<file path="src/rtl/lvds_rx_deframer_if.sv">
// Dequeue-side handshake of the LVDS receive deframer.
//   deq_rx     : FIFO head word (driven by the deframer)
//   EN_deq_rx  : head word is consumed on this clock edge (driven by the deframer)
//   RDY_deq_rx : consumer can accept a word (driven by the consumer)
// The master modport is taken by the deframer; the slave modport by the consumer.
interface lvds_rx_deframer_if #(
    parameter int WORD_W = 32
);
    logic [WORD_W-1:0] deq_rx;
    logic              EN_deq_rx;
    logic              RDY_deq_rx;

    modport master (
        output deq_rx,
        output EN_deq_rx,
        input  RDY_deq_rx
    );

    modport slave (
        input  deq_rx,
        input  EN_deq_rx,
        output RDY_deq_rx
    );
endinterface

</file>
<file path="src/rtl/lvds_rx_deframer.sv">
// Receive-side framing layer for the LVDS inter-FPGA link.
// Drives the deserialiser bitslip until the training symbol appears, confirms it
// over TRAIN_MATCH consecutive cycles, waits for the start symbol and then
// assembles WORD_SYMS symbols per word (first symbol lands in the MSBs).
// Completed words with MSB set are queued in a DEPTH-entry FIFO and offered on
// the dequeue handshake; words with MSB clear are idle fill and are discarded.
// Ports:
//   rx_inclock    : link receive clock, all logic on posedge
//   reset_n       : asynchronous active-low reset
//   rx_locked     : deserialiser PLL lock; loss of lock returns to IDLE and flushes
//   rx_out        : parallel symbol from the deserialiser, one per cycle
//   realign       : one-cycle retrain request
//   rx_data_align : bitslip request to the deserialiser
//   align_done    : alignment achieved
//   drop_cnt      : saturating count of valid words lost on a full FIFO
//   state_dbg     : FSM state encoding (IDLE=0 .. DATA=4)
//   deq           : dequeue handshake (deq_rx / EN_deq_rx / RDY_deq_rx)
module lvds_rx_deframer #(
    parameter int               SYM_W       = 8,
    parameter int               WORD_SYMS   = 4,
    parameter logic [SYM_W-1:0] TRAIN_SYM   = 8'h6A,
    parameter logic [SYM_W-1:0] START_SYM   = 8'h77,
    parameter int               TRAIN_MATCH = 8,
    parameter int               DEPTH       = 4
) (
    input  logic                 rx_inclock,
    input  logic                 reset_n,
    input  logic                 rx_locked,
    input  logic [SYM_W-1:0]     rx_out,
    input  logic                 realign,
    output logic                 rx_data_align,
    output logic                 align_done,
    output logic [15:0]          drop_cnt,
    output logic [2:0]           state_dbg,
    lvds_rx_deframer_if.master   deq
);
    localparam int WORD_W = SYM_W * WORD_SYMS;
    localparam int IDX_W  = (WORD_SYMS > 1) ? $clog2(WORD_SYMS) : 1;
    localparam int MW     = $clog2(TRAIN_MATCH + 1);
    localparam int PTR_W  = $clog2(DEPTH);
    localparam int CNT_W  = PTR_W + 1;

    typedef enum logic [2:0] {
        ST_IDLE       = 3'd0,
        ST_HUNT       = 3'd1,
        ST_CONFIRM    = 3'd2,
        ST_WAIT_START = 3'd3,
        ST_DATA       = 3'd4
    } state_t;

    state_t              state_reg, state_next;
    logic                align_reg, align_next;
    logic                done_reg, done_next;
    logic [MW-1:0]       match_reg, match_next;
    logic [IDX_W-1:0]    idx_reg, idx_next;
    logic [WORD_W-1:0]   word_reg, word_next;
    logic [WORD_W-1:0]   word_asm;
    logic                push;
    logic                flush;

    logic [WORD_W-1:0]   mem [DEPTH];
    logic [PTR_W-1:0]    wr_ptr_reg, rd_ptr_reg, rd_ptr_next;
    logic [CNT_W-1:0]    count_reg, count_next;
    logic [WORD_W-1:0]   deq_reg;
    logic [15:0]         drop_reg;
    logic                pop, full, do_write, drop;

    // Word as it stands once the current symbol is written into its slot.
    genvar gi;
    generate
        for (gi = 0; gi < WORD_SYMS; gi++) begin : g_slot
            assign word_asm[WORD_W-1-gi*SYM_W -: SYM_W] =
                (idx_reg == IDX_W'(gi)) ? rx_out : word_reg[WORD_W-1-gi*SYM_W -: SYM_W];
        end
    endgenerate

    always_comb begin
        state_next = state_reg;
        match_next = match_reg;
        align_next = 1'b0;
        idx_next   = idx_reg;
        word_next  = word_reg;
        push       = 1'b0;
        flush      = 1'b0;
        case (state_reg)
            ST_IDLE: begin
                if (rx_locked) state_next = ST_HUNT;
            end
            ST_HUNT: begin
                if (rx_out == TRAIN_SYM) begin
                    // A single required match skips confirmation entirely.
                    if (TRAIN_MATCH == 1) begin
                        state_next = ST_WAIT_START;
                        match_next = '0;
                    end else begin
                        state_next = ST_CONFIRM;
                        match_next = MW'(1);
                    end
                end else begin
                    // Toggling gives one slip request per two cycles so the
                    // deserialiser sees a clean rising edge each time.
                    align_next = ~align_reg;
                end
            end
            ST_CONFIRM: begin
                if (rx_out == TRAIN_SYM) begin
                    if (match_reg + MW'(1) == MW'(TRAIN_MATCH)) begin
                        state_next = ST_WAIT_START;
                        match_next = '0;
                    end else begin
                        match_next = match_reg + MW'(1);
                    end
                end else begin
                    state_next = ST_HUNT;
                    match_next = '0;
                end
            end
            ST_WAIT_START: begin
                if (rx_out == START_SYM) begin
                    state_next = ST_DATA;
                    idx_next   = '0;
                end
            end
            ST_DATA: begin
                word_next = word_asm;
                if (idx_reg == IDX_W'(WORD_SYMS - 1)) begin
                    idx_next = '0;
                    push     = word_asm[WORD_W-1];
                end else begin
                    idx_next = idx_reg + IDX_W'(1);
                end
            end
            default: state_next = ST_IDLE;
        endcase

        // Loss of lock outranks a retrain request.
        if (!rx_locked) begin
            state_next = ST_IDLE;
            match_next = '0;
            align_next = 1'b0;
            idx_next   = '0;
            word_next  = '0;
            push       = 1'b0;
            flush      = 1'b1;
        end else if (realign && state_reg != ST_IDLE) begin
            state_next = ST_HUNT;
            match_next = '0;
            align_next = 1'b0;
            idx_next   = '0;
            word_next  = '0;
            push       = 1'b0;
        end

        done_next = (state_next == ST_WAIT_START) || (state_next == ST_DATA);
    end

    always_ff @(posedge rx_inclock or negedge reset_n) begin
        if (!reset_n) begin
            state_reg <= ST_IDLE;
            align_reg <= 1'b0;
            done_reg  <= 1'b0;
            match_reg <= '0;
            idx_reg   <= '0;
            word_reg  <= '0;
        end else begin
            state_reg <= state_next;
            align_reg <= align_next;
            done_reg  <= done_next;
            match_reg <= match_next;
            idx_reg   <= idx_next;
            word_reg  <= word_next;
        end
    end

    // FIFO control. A full FIFO still accepts a push when the head is popped
    // on the same edge.
    always_comb begin
        pop         = (count_reg != '0) && deq.RDY_deq_rx;
        full        = (count_reg == CNT_W'(DEPTH));
        do_write    = push && (!full || pop);
        drop        = push && full && !pop;
        rd_ptr_next = rd_ptr_reg + PTR_W'(pop);
        count_next  = count_reg + CNT_W'(do_write) - CNT_W'(pop);
    end

    always_ff @(posedge rx_inclock) begin
        if (do_write) mem[wr_ptr_reg] <= word_asm;
    end

    always_ff @(posedge rx_inclock or negedge reset_n) begin
        if (!reset_n) begin
            wr_ptr_reg <= '0;
            rd_ptr_reg <= '0;
            count_reg  <= '0;
            deq_reg    <= '0;
            drop_reg   <= '0;
        end else begin
            if (drop && drop_reg != 16'hFFFF) drop_reg <= drop_reg + 16'd1;
            if (flush) begin
                // Head register keeps its last value; only occupancy is cleared.
                wr_ptr_reg <= '0;
                rd_ptr_reg <= '0;
                count_reg  <= '0;
            end else begin
                if (do_write) wr_ptr_reg <= wr_ptr_reg + PTR_W'(1);
                rd_ptr_reg <= rd_ptr_next;
                count_reg  <= count_next;
                if (count_next != '0) begin
                    // When nothing older remains, the new head is the word
                    // being written this cycle, which is not yet in mem.
                    if (count_reg - CNT_W'(pop) == '0) deq_reg <= word_asm;
                    else                                deq_reg <= mem[rd_ptr_next];
                end
            end
        end
    end

    assign rx_data_align = align_reg;
    assign align_done    = done_reg;
    assign drop_cnt      = drop_reg;
    assign state_dbg     = state_reg;
    assign deq.deq_rx    = deq_reg;
    assign deq.EN_deq_rx = pop;
endmodule

</file>
<file path="src/flat_wrapper.sv">
// flat-port wrapper written by rule: the top's interface ports become plain ports
module lvds_rx_deframer_flat 
#(
    parameter int               SYM_W       = 8,
    parameter int               WORD_SYMS   = 4,
    parameter logic [SYM_W-1:0] TRAIN_SYM   = 8'h6A,
    parameter logic [SYM_W-1:0] START_SYM   = 8'h77,
    parameter int               TRAIN_MATCH = 8,
    parameter int               DEPTH       = 4
)
  (rx_inclock, reset_n, rx_locked, rx_out, realign, rx_data_align, align_done, drop_cnt, state_dbg, deq_deq_rx, deq_EN_deq_rx, deq_RDY_deq_rx);
  lvds_rx_deframer_if #(.WORD_W(32)) deq_i ();
  input  logic rx_inclock;
  input  logic reset_n;
  input  logic rx_locked;
  input  logic [SYM_W-1:0] rx_out;
  input  logic realign;
  output logic rx_data_align;
  output logic align_done;
  output logic [15:0] drop_cnt;
  output logic [2:0] state_dbg;
  output wire logic [$bits(deq_i.deq_rx)-1:0] deq_deq_rx;
  output wire logic [$bits(deq_i.EN_deq_rx)-1:0] deq_EN_deq_rx;
  input wire logic [$bits(deq_i.RDY_deq_rx)-1:0] deq_RDY_deq_rx;
  assign deq_deq_rx = deq_i.deq_rx;
  assign deq_EN_deq_rx = deq_i.EN_deq_rx;
  assign deq_i.RDY_deq_rx = deq_RDY_deq_rx;
  lvds_rx_deframer #(.SYM_W(SYM_W), .WORD_SYMS(WORD_SYMS), .TRAIN_SYM(TRAIN_SYM), .START_SYM(START_SYM), .TRAIN_MATCH(TRAIN_MATCH), .DEPTH(DEPTH)) u_core (.rx_inclock(rx_inclock), .reset_n(reset_n), .rx_locked(rx_locked), .rx_out(rx_out), .realign(realign), .rx_data_align(rx_data_align), .align_done(align_done), .drop_cnt(drop_cnt), .state_dbg(state_dbg), .deq(deq_i));
endmodule
</file>
<file path="config.mk">
export PLATFORM = sky130hd
export DESIGN_NAME = lvds_rx_deframer_flat
export DESIGN_NICKNAME = d
export VERILOG_FILES = /design/src/rtl/lvds_rx_deframer_if.sv /design/src/rtl/lvds_rx_deframer.sv /design/src/flat_wrapper.sv
export SDC_FILE = /design/constraint.sdc
export NUM_CORES = 1
export LEC_CHECK = 0
export CAP_MARGIN = 20
export CORE_UTILIZATION = 35
export CTS_CLUSTER_SIZE = 40
export DETAILED_ROUTE_END_ITERATION = 12
export PLACE_DENSITY_LB_ADDON = 0.3
export SYNTH_ARGS = -nofsm -noshare
export SYNTH_HDL_FRONTEND = slang
export SYNTH_SLANG_ARGS = --single-unit
export TNS_END_PERCENT = 10
</file>
<file path="constraint.sdc">
create_clock -name rx_inclock -period 4.1 [get_ports rx_inclock]
set_input_delay 0.82 -clock rx_inclock [delete_from_list [all_inputs] [get_ports rx_inclock]]
set_output_delay 0.82 -clock rx_inclock [all_outputs]
set_load 0.02 [all_outputs]
</file>
* Word level (Yosys, flattened, before mapping)
Memories as Yosys holds them, arrays and structs flattened.
Index checks and enable logic that the tools add are counted.
** Cells by class
- Reductions and logical operators :: 19
- Bitwise logic cells :: 1
- Mux-type cells :: 40
- Equal/unequal tests :: 20
- Add/subtract/negate cells :: 8
** Operators with widths (number)
- $mux 32 :: 4
- $mux 8 :: 4
- $mux 3 :: 7
- $mux 4 :: 5
- $add 16x1->16 const B :: 1
- $eq 8x7->1 const B :: 2
- $ne 16x16->1 const B :: 1
- $pmux 3 s5 :: 1
- $mux 2 :: 7
- $mux 1 :: 10
- $eq 3x2->1 const B :: 3
- $eq 3x3->1 const B :: 3
- $reduce_bool 3->1 :: 3
- $ne 4x1->1 const B :: 2
- $ne 4x2->1 const B :: 2
- $pmux 4 s2 :: 1
- $logic_and 1x1->1 :: 6
- $logic_not 3->1 :: 2
- $reduce_and 2->1 :: 3
- $sub 3x1->3 :: 2
- $add 2x1->2 const B :: 2
- $add 4x1->4 const B :: 1
- $eq 2x2->1 const B :: 2
- $eq 4x4->1 const B :: 1
- 11 further kinds :: 13
** Word-level totals
- Memories kept :: 1
- Bits of input ports :: 13
- Bits in writable memories :: 128
- Output and inout port bits :: 54
- Register bits :: 98
- Logic and storage cells :: 100
** Memories
- u_core.mem :: words 4, bits a word 32, read ports 1, clocked after memory_dff 0, wr ports 1, line lvds_rx_deframer.sv:61 : logic [WORD_W-1:0] mem [DEPTH];

* Logic depth before layout (Yosys ltp)
Gate-level depths: netlist of run 1.
- Depth after elaboration :: 11
- Gate-level depth with buffers :: 17

* Worst setup path after synthesis of run 1
No wires, ideal clock.
- Path type :: input port to flip-flop
- Start point :: input realign
- End point :: register u_core.deq_reg[24] (netlist: u_core.deq.deq_rx[24])
- Stages :: 12
- Data arrival time :: 3.256 ns
- Path buffers :: 2
- Library setup time :: 0.132 ns
- Path slack :: 0.711 ns
- Data required time :: 3.968 ns
- Cell sequence :: nor3_2 > nand4_2 > nor2b_1 > clkbuf_1 > ha_1 > inv_1 > fa_1 > xnor2_1 > xnor2_1 > o21ai_1 > clkbuf_1 > o21ai_1
** On the way
- Longest elaborated chain between the ends :: 8
** RTL lines
- start, declared :: line flat_wrapper.sv:17 : input logic realign;
- $logic_and 1x1->1 :: line lvds_rx_deframer.sv:145 : end else if (realign && state_reg != ST_IDLE) begin
- $mux 1 :: line lvds_rx_deframer.sv:145
- $mux 1 :: line lvds_rx_deframer.sv:137 : if (!rx_locked) begin
- $logic_and 1x1->1 :: line lvds_rx_deframer.sv:180 : do_write = push && (!full || pop);
- $add 3x1->3 :: line lvds_rx_deframer.sv:183 : count_next = count_reg + CNT_W'(do_write) - CNT_W'(pop);
- $sub 3x1->3 :: line lvds_rx_deframer.sv:183
- $reduce_bool 3->1 :: line lvds_rx_deframer.sv:208 : if (count_next != '0) begin
- $reduce_and 2->1 (no line)
- end signal, assigned :: line lvds_rx_deframer.sv:211 : if (count_reg - CNT_W'(pop) == '0) deq_reg <= word_asm;
- end signal, assigned :: line lvds_rx_deframer.sv:212 : else deq_reg <= mem[rd_ptr_next];
- end, declared :: line lvds_rx_deframer.sv:64 : logic [WORD_W-1:0] deq_reg;
Every way passes these cells.
A chain may end at the register's enable or synchronous reset.

* Worst setup path after layout of run 1
- Start point :: register u_core.idx_reg[0]
- End point :: register u_core.deq_reg[4] (netlist: u_core.deq.deq_rx[4])
** On the way
- Longest elaborated chain between the ends :: 11
- Elaborated cells between the ends (all ways) :: 14
- Classes of those cells :: 2 x add/sub; 1 x eq/ne; 7 x mux; 4 x reduce/logical
** RTL lines
- start, declared :: line lvds_rx_deframer.sv:55 : logic [IDX_W-1:0] idx_reg, idx_next;
- start signal, assigned :: line lvds_rx_deframer.sv:170 : idx_reg <= idx_next;
- $logic_not 2->1 :: line lvds_rx_deframer.sv:73 : (idx_reg == IDX_W'(gi)) ? rx_out : word_reg[WORD_W-1-gi*SYM_W -: SYM_W];
- $mux 8 :: line lvds_rx_deframer.sv:73
- net u_core.word_asm[31] :: line lvds_rx_deframer.sv:57 : logic [WORD_W-1:0] word_asm;
- $mux 1 :: line lvds_rx_deframer.sv:126 : if (idx_reg == IDX_W'(WORD_SYMS - 1)) begin
- $mux 1 :: line lvds_rx_deframer.sv:85 : case (state_reg)
- $mux 1 :: line lvds_rx_deframer.sv:145
- $mux 1 :: line lvds_rx_deframer.sv:137
- $logic_and 1x1->1 :: line lvds_rx_deframer.sv:180
- $add 3x1->3 :: line lvds_rx_deframer.sv:183
- $sub 3x1->3 :: line lvds_rx_deframer.sv:183
- $reduce_bool 3->1 :: line lvds_rx_deframer.sv:208
- $reduce_and 2->1 (no line)
The timed path passes the listed nets, and every way through them passes these cells.

==> flow_summary.json, run 1 <==
{
  "yosys_warnings": 0,
  "die_area_sq_um": 28200,
  "end_kind": "flop",
  "finalClockSkew_ns": 0.00835,
  "clock.fmax_ghz": 0.292,
  "numCtsBuffers": 24,
  "rows": 60,
  "final_cell_mix": "128 x edfxtp_1, 98 x dfrtp_1, 85 x nand2_1",
  "async_reset_ff_share_pct": 43.4,
  "dr.pass1.iters": 5,
  "required_ns": 4.48,
  "setup_viol": 0,
  "synth_edf_count": 128,
  "routedWlPerCell_um": 17.6,
  "crit_path_top_delay_cell": "ha_1",
  "tightest_slew_ns": 0.760,
  "synth_cell_types": 54,
  "ys.flop_type": "edfxtp_1",
  "io_buffers": 66,
  "start_util_pct": 35.7,
  "placed_cell_area_sq_um": 10800,
  "via_count": 5700,
  "gp_congestion": 0.760,
  "r2r_slack_ns": 0.68,
  "synth_top_area_share_pct": 39.9,
  "vias_per_cell": 4.96,
  "fin_nets": 820,
  "irDropWorstVdd_uv": 342,
  "layout_min_cycle_time_ns": 3.42,
  "outcome": "completed",
  "ios": 67,
  "cts_resized": 0,
  "grt_max_degree": 57,
  "synth_area_leaders": "edfxtp_1 40%, dfrtp_1 25%, mux4_2 7.5%",
  "p_per_area_nw_per_um2": 647,
  "final_cell_area_sq_um": 11700,
  "hold_buffers": 0,
  "syn_inst": 715,
  "slew_viol_final": 0,
  "synth_area_per_cell_sq_um": 13.5,
  "cts_tree": "built",
  "ant_nets": 0,
  "largest_reg_flops": 128,
  "grt_pass1_vias": 5788,
  "syn-cell-area_sq_um": 9640,
  "post-cts-setup-buffers": 0,
  "slew-limit-headroom_pct": 49.3,
  "yosysTopAreaCell": "edfxtp_1",
  "r2r_cells": 14,
  "dieHeight_um": 168,
  "tns_ns": 0,
  "root_buffer": "clkbuf_16",
  "drt_iter0_markers": 428,
  "worstReg2RegEnd": "u_core.deq.deq_rx[4]",
  "core-area_sq_um": 27000,
  "ys_seq_elements": 226,
  "finalHoldViolCount": 0,
  "startpoint": "u_core.idx_reg[0]",
  "timing.critical_path.buf_inv": 4,
  "start_kind": "flop",
  "final_common_cell": "edfxtp_1",
  "crit_family": "adder cells",
  "cts_max_level": 1,
  "hold_class": "input pin to async pin",
  "grt_pass1_wl_mm": 32.8,
  "antenna_found_initial": 0,
  "synth_nets": 744,
  "fill_cells": 2434,
  "layout-drive-gt1-share_pct": 13.1,
  "crit_fanout": 32,
  "route.detailed.drc": 0,
  "clk_pin_slew_ns": 0.06,
  "worst-setup-path-type": "flop to flop",
  "maxCapViolCount": 0,
  "cts.sinks": 226,
  "leakagePower_nw": 4.30,
  "r2r-start": "u_core.idx_reg[0]",
  "clock_latency_ns": 0.51,
  "grt_overflow": 0,
  "fp.dieW_um": 168,
  "crit_chain": "inv_1 > ha_1 > mux2i_1 > inv_2 > nand4_2 > nor2b_1 > ha_1 > inv_1 > fa_1 > xnor2_1 > xnor2_1 > o21ai_4 > buf_4 > o21ai_0",
  "dp_hpwl_mm": 12.5,
  "synth-seq-area-share_pct": 65.3,
  "gr-usage-all-layers_pct": 14.9,
  "syn_to_final_growth_pct": 21.5,
  "routed_wl_mm": 20.2,
  "n_antenna_cell": 0,
  "rsz0062_at_grt": "false",
  "fin_crit_sh_pct": 83.5,
  "clockBufferDepth": 3,
  "cpPeakStageDelay_ns": 0.50,
  "arrival_ns": 3.80
}
==> cell type report <==
class / count / area (sq um) / share of cell area (%)
Clock buffer: 32 / 672 / 5.74
Tap cell: 341 / 427 / 3.64
Timing Repair Buffer: 86 / 866 / 7.39
Sequential cell: 226 / 6300 / 53.7
Clock inverter: 12 / 220 / 1.88
Inverter: 41 / 154 / 1.31
Multi-Input combinational cell: 412 / 3080 / 26.3
==> stage by stage <==
step                      hold WS (ns)  power, mW  util, %  std cells  worst slack (ns)
final                            0.361       7.58     43.3       1150             0.678
after global routing             0.444       8.04     43.3       1150             0.315
after floorplan                  0.449       4.35        -        715             0.711
after CTS                        0.393       7.74     43.2       1149             0.649
after detailed placement         0.443       5.31     39.9       1105             0.338
after global placement           0.434       5.27     39.9       1105             0.431
==> worst max-delay path by stage <==
stage / end / slack, ns / cells past startpoint
floorplan: u_core.deq.deq_rx[24] / 0.71 / 12
global placement: u_core.deq.deq_rx[4] / 0.43 / 13
detailed placement: u_core.deq.deq_rx[4] / 0.34 / 13
CTS: u_core.deq.deq_rx[4] / 0.65 / 14
global route: u_core.deq.deq_rx[4] / 0.31 / 14
finish: u_core.deq.deq_rx[4] / 0.68 / 14
==> report_power, final <==
group | leakage [nW] | switching, mW | total [mW] | internal, mW
logic | 1.60 | 1.44 | 2.47 | 1.03
clock network | 0.433 | 0.869 | 2.40 | 1.53
registers | 2.27 | 0.125 | 2.72 | 2.59
==> per-layer routing <==
metal / global-route usage [%] / share of wire [%] / wire length, um
met1: 20.7 / 47 / 9490
met2: 24.5 / 47 / 9570
met3: 1.93 / 3.7 / 751
met4: 4.11 / 2.0 / 397
met5: 0 / 0 / 0
==> logic make-up after synthesis <==
family / Yosys count / synth area share, %
xor+xnor: 21 / 1.91
fa+ha+maj: 16 / 2.15
buf+inv: 77 / 3.13
simple gates: 185 / 9.46
flops: 226 / 65.3
mux: 67 / 11.1
compound gates: 123 / 6.95
==> worst reg2reg max path, delay by kind of cell (launching register included) <==
| kind | cells | cell delay, ns |
|---|---|---|
| buffers and inverters | 4 | 0.61 |
| flip-flops | 1 | 0.42 |
| AND/OR/NAND/NOR | 2 | 0.31 |
| XOR/XNOR | 2 | 0.33 |
| adder cells (fa/ha/maj) | 3 | 1.05 |
| AO/OA/AOI/OAI | 2 | 0.37 |
| multiplexers | 1 | 0.22 |
==> synthesized netlist by cell type, drive strengths merged (3+ instances only) <==
library cell,number
nor2b,4
o21ai,70
xnor2,18
xor2,3
mux2i,34
nor2,40
edfxtp,128
inv,41
nand3,9
a21oi,39
nor3,4
buf,8
mux4,32
nand2,85
ha,15
nand4,9
clkbuf,28
and3,3
dfrtp,98
and2,12
Note: power is estimated with default switching activity, not from simulation.
==> run 2: changes to the inputs <==
==> constraint.sdc (replaced) <==
create_clock -name rx_inclock -period 3.53 [get_ports rx_inclock]
set_input_delay 0.706 -clock rx_inclock [delete_from_list [all_inputs] [get_ports rx_inclock]]
set_output_delay 0.706 -clock rx_inclock [all_outputs]
set_load 0.02 [all_outputs]
==> run 2 against run 1 <==
Against the previous run:
- worst setup slack worse by 0.060 ns
- die area unchanged
- hold slack worse by 0.13 ns
- count of clock-buffer cells in the layout up 2
- clock power up 8%
- sequential power up 17%
- via count down 0.23%
- total power up 14%
- register-to-register slack worse by 0.06 ns
- flip-flop and latch count unchanged
- largest cell class unchanged
==> flow_summary.json, run 2 (synthesized netlist as in run 1, its figures left out) <==
{
  "hold_buffers": 0,
  "syn_to_final_growth_pct": 22.0,
  "end_kind": "flop",
  "final_cell_mix": "128 x edfxtp_1, 98 x dfrtp_1, 85 x nand2_1",
  "layout-drive-gt1-share_pct": 14.2,
  "fin_nets": 829,
  "slew-limit-headroom_pct": 51.0,
  "via_count": 5687,
  "arrival_ns": 3.30,
  "drt_iter0_markers": 509,
  "hold_class": "input pin to async pin",
  "clock.fmax_ghz": 0.344,
  "required_ns": 3.92,
  "dieHeight_um": 168,
  "dr.pass1.iters": 4,
  "routed_wl_mm": 20.5,
  "placed_cell_area_sq_um": 10900,
  "routedWlPerCell_um": 17.7,
  "cts_max_level": 1,
  "rsz0062_at_grt": "false",
  "gr-usage-all-layers_pct": 15.0,
  "grt_overflow": 0,
  "cpPeakStageDelay_ns": 0.43,
  "final_cell_area_sq_um": 11800,
  "route.detailed.drc": 0,
  "tns_ns": 0,
  "fin_crit_sh_pct": 82.5,
  "finalHoldViolCount": 0,
  "post-cts-setup-buffers": 0,
  "final_common_cell": "edfxtp_1",
  "worst-setup-path-type": "flop to flop",
  "n_antenna_cell": 0,
  "grt_max_degree": 65,
  "crit_path_top_delay_cell": "dfrtp_1",
  "fp.dieW_um": 168,
  "p_per_area_nw_per_um2": 733,
  "antenna_found_initial": 0,
  "timing.critical_path.buf_inv": 4,
  "largest_reg_flops": 128,
  "crit_chain": "inv_1 > ha_1 > mux2i_1 > inv_2 > nand4_2 > nor2b_1 > ha_1 > inv_1 > fa_1 > xnor2_1 > xnor2_1 > o21ai_4 > buf_12 > nand2_1 > o21ai_0",
  "multi_input_area_sq_um": 3080,
  "crit_family": "adder cells",
  "start_kind": "flop",
  "core-area_sq_um": 27000,
  "outcome": "completed",
  "clock_latency_ns": 0.51,
  "fill_cells": 2458,
  "layout_min_cycle_time_ns": 2.91,
  "start_util_pct": 35.7,
  "tightest_slew_ns": 0.735,
  "gp_congestion": 0.804,
  "cts_tree": "built",
  "maxCapViolCount": 0,
  "ios": 67,
  "clk_pin_slew_ns": 0.06,
  "finalClockSkew_ns": 0.0126,
  "crit_fanout": 32,
  "ant_nets": 0,
  "clockBufferDepth": 3,
  "root_buffer": "clkbuf_16",
  "grt_pass1_vias": 5890,
  "die_area_sq_um": 28200,
  "grt_pass1_wl_mm": 33.2,
  "final_cells": 1159,
  "seqCellArea_sq_um": 6300,
  "irDropWorstVdd_uv": 470,
  "cts_resized": 0,
  "cts.sinks": 226,
  "vias_per_cell": 4.91,
  "dp_hpwl_mm": 12.5,
  "numCtsBuffers": 24,
  "rows": 60,
  "setup_viol": 0,
  "io_buffers": 66,
  "leakagePower_nw": 4.32,
  "place_inst": 1115,
  "slew_viol_final": 0
}
==> run 2: cell types whose count changed in the layout (fill, tap and decap cells not counted) <==
cell and change:
bufinv_16 -4, clkbuf_1 -1, buf_16 -1, clkinv_4 -2
buf_12 +5, buf_4 +5, clkbuf_16 +1, inv_6 +1
clkinv_2 +2, clkbuf_8 +2, clkinvlp_4 +1
==> run 2: layer usage <==
metal / share of wire, % / up-vias / track usage, %
li1: - / 2742 / -
met1: 46 / 2802 / 20.5
met2: 48 / 110 / 25.2
met3: 3.8 / 33 / 2.05
met4: 2.1 / 0 / 4.19
met5: 0 / - / 0
==> run 2: path summary, 6_finish.rpt <==
check,startpoint,to,depth (start not counted),slack [ns]
worst max-delay path,u_core.idx_reg[0],u_core.deq.deq_rx[10],15,0.62
worst min-delay path,reset_n,u_core.drop_cnt[7],1,0.23
worst max register to register,u_core.idx_reg[0],u_core.deq.deq_rx[10],15,0.62
worst min register to register,u_core.rx_data_align,u_core.rx_data_align,1,0.44
max in group asynchronous,reset_n,u_core.deq.deq_rx[1],2,2.57
min in group rx_inclock,u_core.rx_data_align,u_core.rx_data_align,1,0.44
==> run 2: per-stage QoR <==
step / hold slack (ns) / power, mW / setup WS, ns / utilization, %
after floorplan: 0.410 / 5.05 / 0.143 / -
after global placement: 0.427 / 6.14 / 0.151 / 40.5
after detailed placement: 0.432 / 6.19 / 0.0942 / 40.5
after CTS: 0.258 / 8.79 / 0.603 / 43.5
after global routing: 0.296 / 9.14 / 0.283 / 43.5
final: 0.231 / 8.62 / 0.619 / 43.5
==> run 2: area by class of cell <==
cell class | instances | share of cell area, %
Tap cell | 341 | 3.63
Clock inverter | 10 | 0.925
Multi-Input combinational cell | 412 | 26.2
Sequential cell | 226 | 53.5
Clock buffer | 34 | 6.13
Timing Repair Buffer | 95 | 8.30
Inverter | 41 | 1.31
==> run 2: where the power goes <==
group	internal [mW]	total (mW)	switching, mW
Sequential	3.01	3.17	0.153
Combinational	1.22	2.88	1.66
Clock	1.57	2.58	1.01
==> run 3: changes to the inputs <==
==> constraint.sdc (replaced) <==
create_clock -name rx_inclock -period 2.7 [get_ports rx_inclock]
set_input_delay 0.54 -clock rx_inclock [delete_from_list [all_inputs] [get_ports rx_inclock]]
set_output_delay 0.54 -clock rx_inclock [all_outputs]
set_load 0.02 [all_outputs]
==> run 3 against run 2 <==
Against the previous run:
- sequential power up 26%
- total power is 33% higher
- register-to-register slack got worse by 0.65 ns
- hold slack better by 0.20 ns
- clock skew fell by 0.0033 ns
- cell count increased by 3.5%
- the run now ends with setup timing left
- utilization rose by 1.6 points
- sequential share of layout area down 1.9 points
- maximum frequency is 6.7% higher
- first-iteration DRC count down 18%
- via count grew 4.2%
==> flow_summary.json, run 3 (synthesized netlist as in run 1, its figures left out) <==
{
  "drt_iter0_markers": 415,
  "p_seq_share_pct": 34.6,
  "cts.sinks": 226,
  "hold_class": "flop to flop",
  "cts_tree": "built",
  "p_sw_mw": 3.73,
  "ios": 67,
  "slew_viol_final": 0,
  "finalHoldViolCount": 0,
  "largest_reg_flops": 128,
  "antenna_found_initial": 0,
  "switching_share_pct": 32.4,
  "end_kind": "flop",
  "grt_pass1_wl_mm": 34.8,
  "holdWs_ns": 0.435,
  "dieHeight_um": 168,
  "layout_min_cycle_time_ns": 2.73,
  "tightest_slew_ns": 0.531,
  "rsz0062_at_grt": "true",
  "place_inst": 1145,
  "outcome": "complete, but fails checks",
  "gr-usage-all-layers_pct": 16.0,
  "slew-limit-headroom_pct": 64.6,
  "clockBufferDepth": 3,
  "dr.pass1.iters": 5,
  "final_cells": 1199,
  "grt_overflow": 0,
  "p_int_mw": 7.79,
  "maxCapViolCount": 0,
  "core-area_sq_um": 27000,
  "clkPwrFrac_pct": 27.5,
  "clock_latency_ns": 0.53,
  "required_ns": 3.15,
  "io_buffers": 66,
  "vias_per_cell": 4.94,
  "fin_nets": 869,
  "root_buffer": "clkbuf_16",
  "hold_depth": 1,
  "p_per_area_nw_per_um2": 944,
  "routed_wl_mm": 21.8,
  "final_common_cell": "edfxtp_1",
  "violations": "setup timing",
  "arrival_ns": 3.18,
  "ant_nets": 0,
  "start_kind": "flop",
  "irDropWorstVdd_uv": 566,
  "r2r_cells": 16,
  "fill_cells": 2393,
  "worst-setup-path-type": "flop to flop",
  "via_count": 5926,
  "layout-drive-gt1-share_pct": 18.8,
  "grt_pass1_vias": 6083,
  "clk_pin_slew_ns": 0.06,
  "numCtsBuffers": 24,
  "final_cell_mix": "128 x edfxtp_1, 98 x dfrtp_1, 83 x nand2_1",
  "routedWlPerCell_um": 18.2,
  "fp.dieW_um": 168,
  "pwr-share-comb_pct": 37.9,
  "fin_ws_ns": -0.0294,
  "crit_fanout": 7,
  "gp_congestion": 0.791,
  "cts_max_level": 1,
  "fin_crit_sh_pct": 101,
  "route.detailed.drc": 0,
  "die_area_sq_um": 28200,
  "leakagePower_nw": 4.71,
  "dp_hpwl_mm": 13.9,
  "n_antenna_cell": 0,
  "clock.fmax_ghz": 0.366,
  "start_util_pct": 35.7,
  "finalClockSkew_ns": 0.00926,
  "rows": 60,
  "syn_to_final_growth_pct": 26.5,
  "setup_viol": 12,
  "grt_max_degree": 35
}
[run 3: cell count changes in the layout (fill, tap and decap cells not counted), moves of 4 or more]
cell      change
buf_4        +29
clkbuf_1      +7
o21ai_0       -7
buf_12        +6
o21ai_1       +4
[run 3: cell type report]
type	count	area, sq um	share of cell area, %
clock inverters	6	63.8	0.523
repair buffers	135	1400	11.5
clock buffers	38	694	5.69
multi-input cells	412	3170	26.0
well taps	341	427	3.50
inverters	41	154	1.26
flip-flops and latches	226	6300	51.6
[run 3: layer usage]
metal  up-vias  part of all wire [%]  track usage [%]  routed length (um)
met1      2926                    46             22.2                9980
li1       2832                     -                -                   -
met5         -                     0                0                   0
met4         0                   2.9             5.27                 625
met2       124                    47             25.7               10300
met3        44                   4.0             2.63                 860
[run 3: worst paths after layout]
check / start / end / slack [ns]
min in group asynchronous: reset_n / u_core.drop_cnt[6] / 0.51
worst min register to register: u_core.rx_data_align / u_core.rx_data_align / 0.43
max in group asynchronous: reset_n / u_core.deq.deq_rx[26] / 1.49
worst max-delay path: u_core.idx_reg[0] / u_core.deq.deq_rx[24] / -0.03
worst max register to register: u_core.idx_reg[0] / u_core.deq.deq_rx[24] / -0.03
worst min-delay path: u_core.rx_data_align / u_core.rx_data_align / 0.43
[run 3: per-stage QoR]
stage | worst slack (ns) | setup TNS, ns | power [mW] | area [sq um] | utilization, %
global placement | -0.598 | -16.77 | 8.04 | 11300 | 41.7
CTS | 0.0106 | 0 | 11.5 | 12100 | 44.9
finish | -0.0294 | -0.147 | 11.5 | 12200 | 45.1
detailed placement | -0.673 | -19.24 | 8.08 | 11300 | 41.7
floorplan | -0.349 | -13.19 | 6.48 | 9760 | -
global route | -0.173 | -4.50 | 12.2 | 12200 | 45.1
[run 3: power groups by stage]
stage          Combinational [mW]  Clock (mW)  Sequential (mW)
2_1_floorplan                2.21           0             4.27
3_3_place_gp                 3.98           0             4.06
3_5_place_dp                 4.03           0             4.06
4_1_cts                      4.29        3.25             3.99
5_1_grt                      4.78        3.38             4.01
6_report                     4.36        3.17             3.99
[run 3: worst max-delay path, stage by stage (launching register included)]
cell       delay (ns)
dfrtp_1          0.37
inv_2            0.07
ha_4             0.18
mux2i_4          0.19
inv_2            0.09
nand4_4          0.12
nor2b_4          0.16
ha_4             0.13
inv_2            0.03
fa_2             0.34
xnor2_2          0.15
xnor2_2          0.16
o21ai_4          0.23
buf_6            0.17
clkbuf_16        0.15
nand2_1          0.05
o21ai_1          0.06
[run 3: timing repair]
item	CTS	global route
pin swaps	0	4
endpoints found under the setup margin	32	32
gates cloned	1	1
gates resized for setup	10	13
hold buffers	1	0
hold endpoints to repair	30	0
setup buffers	4	3
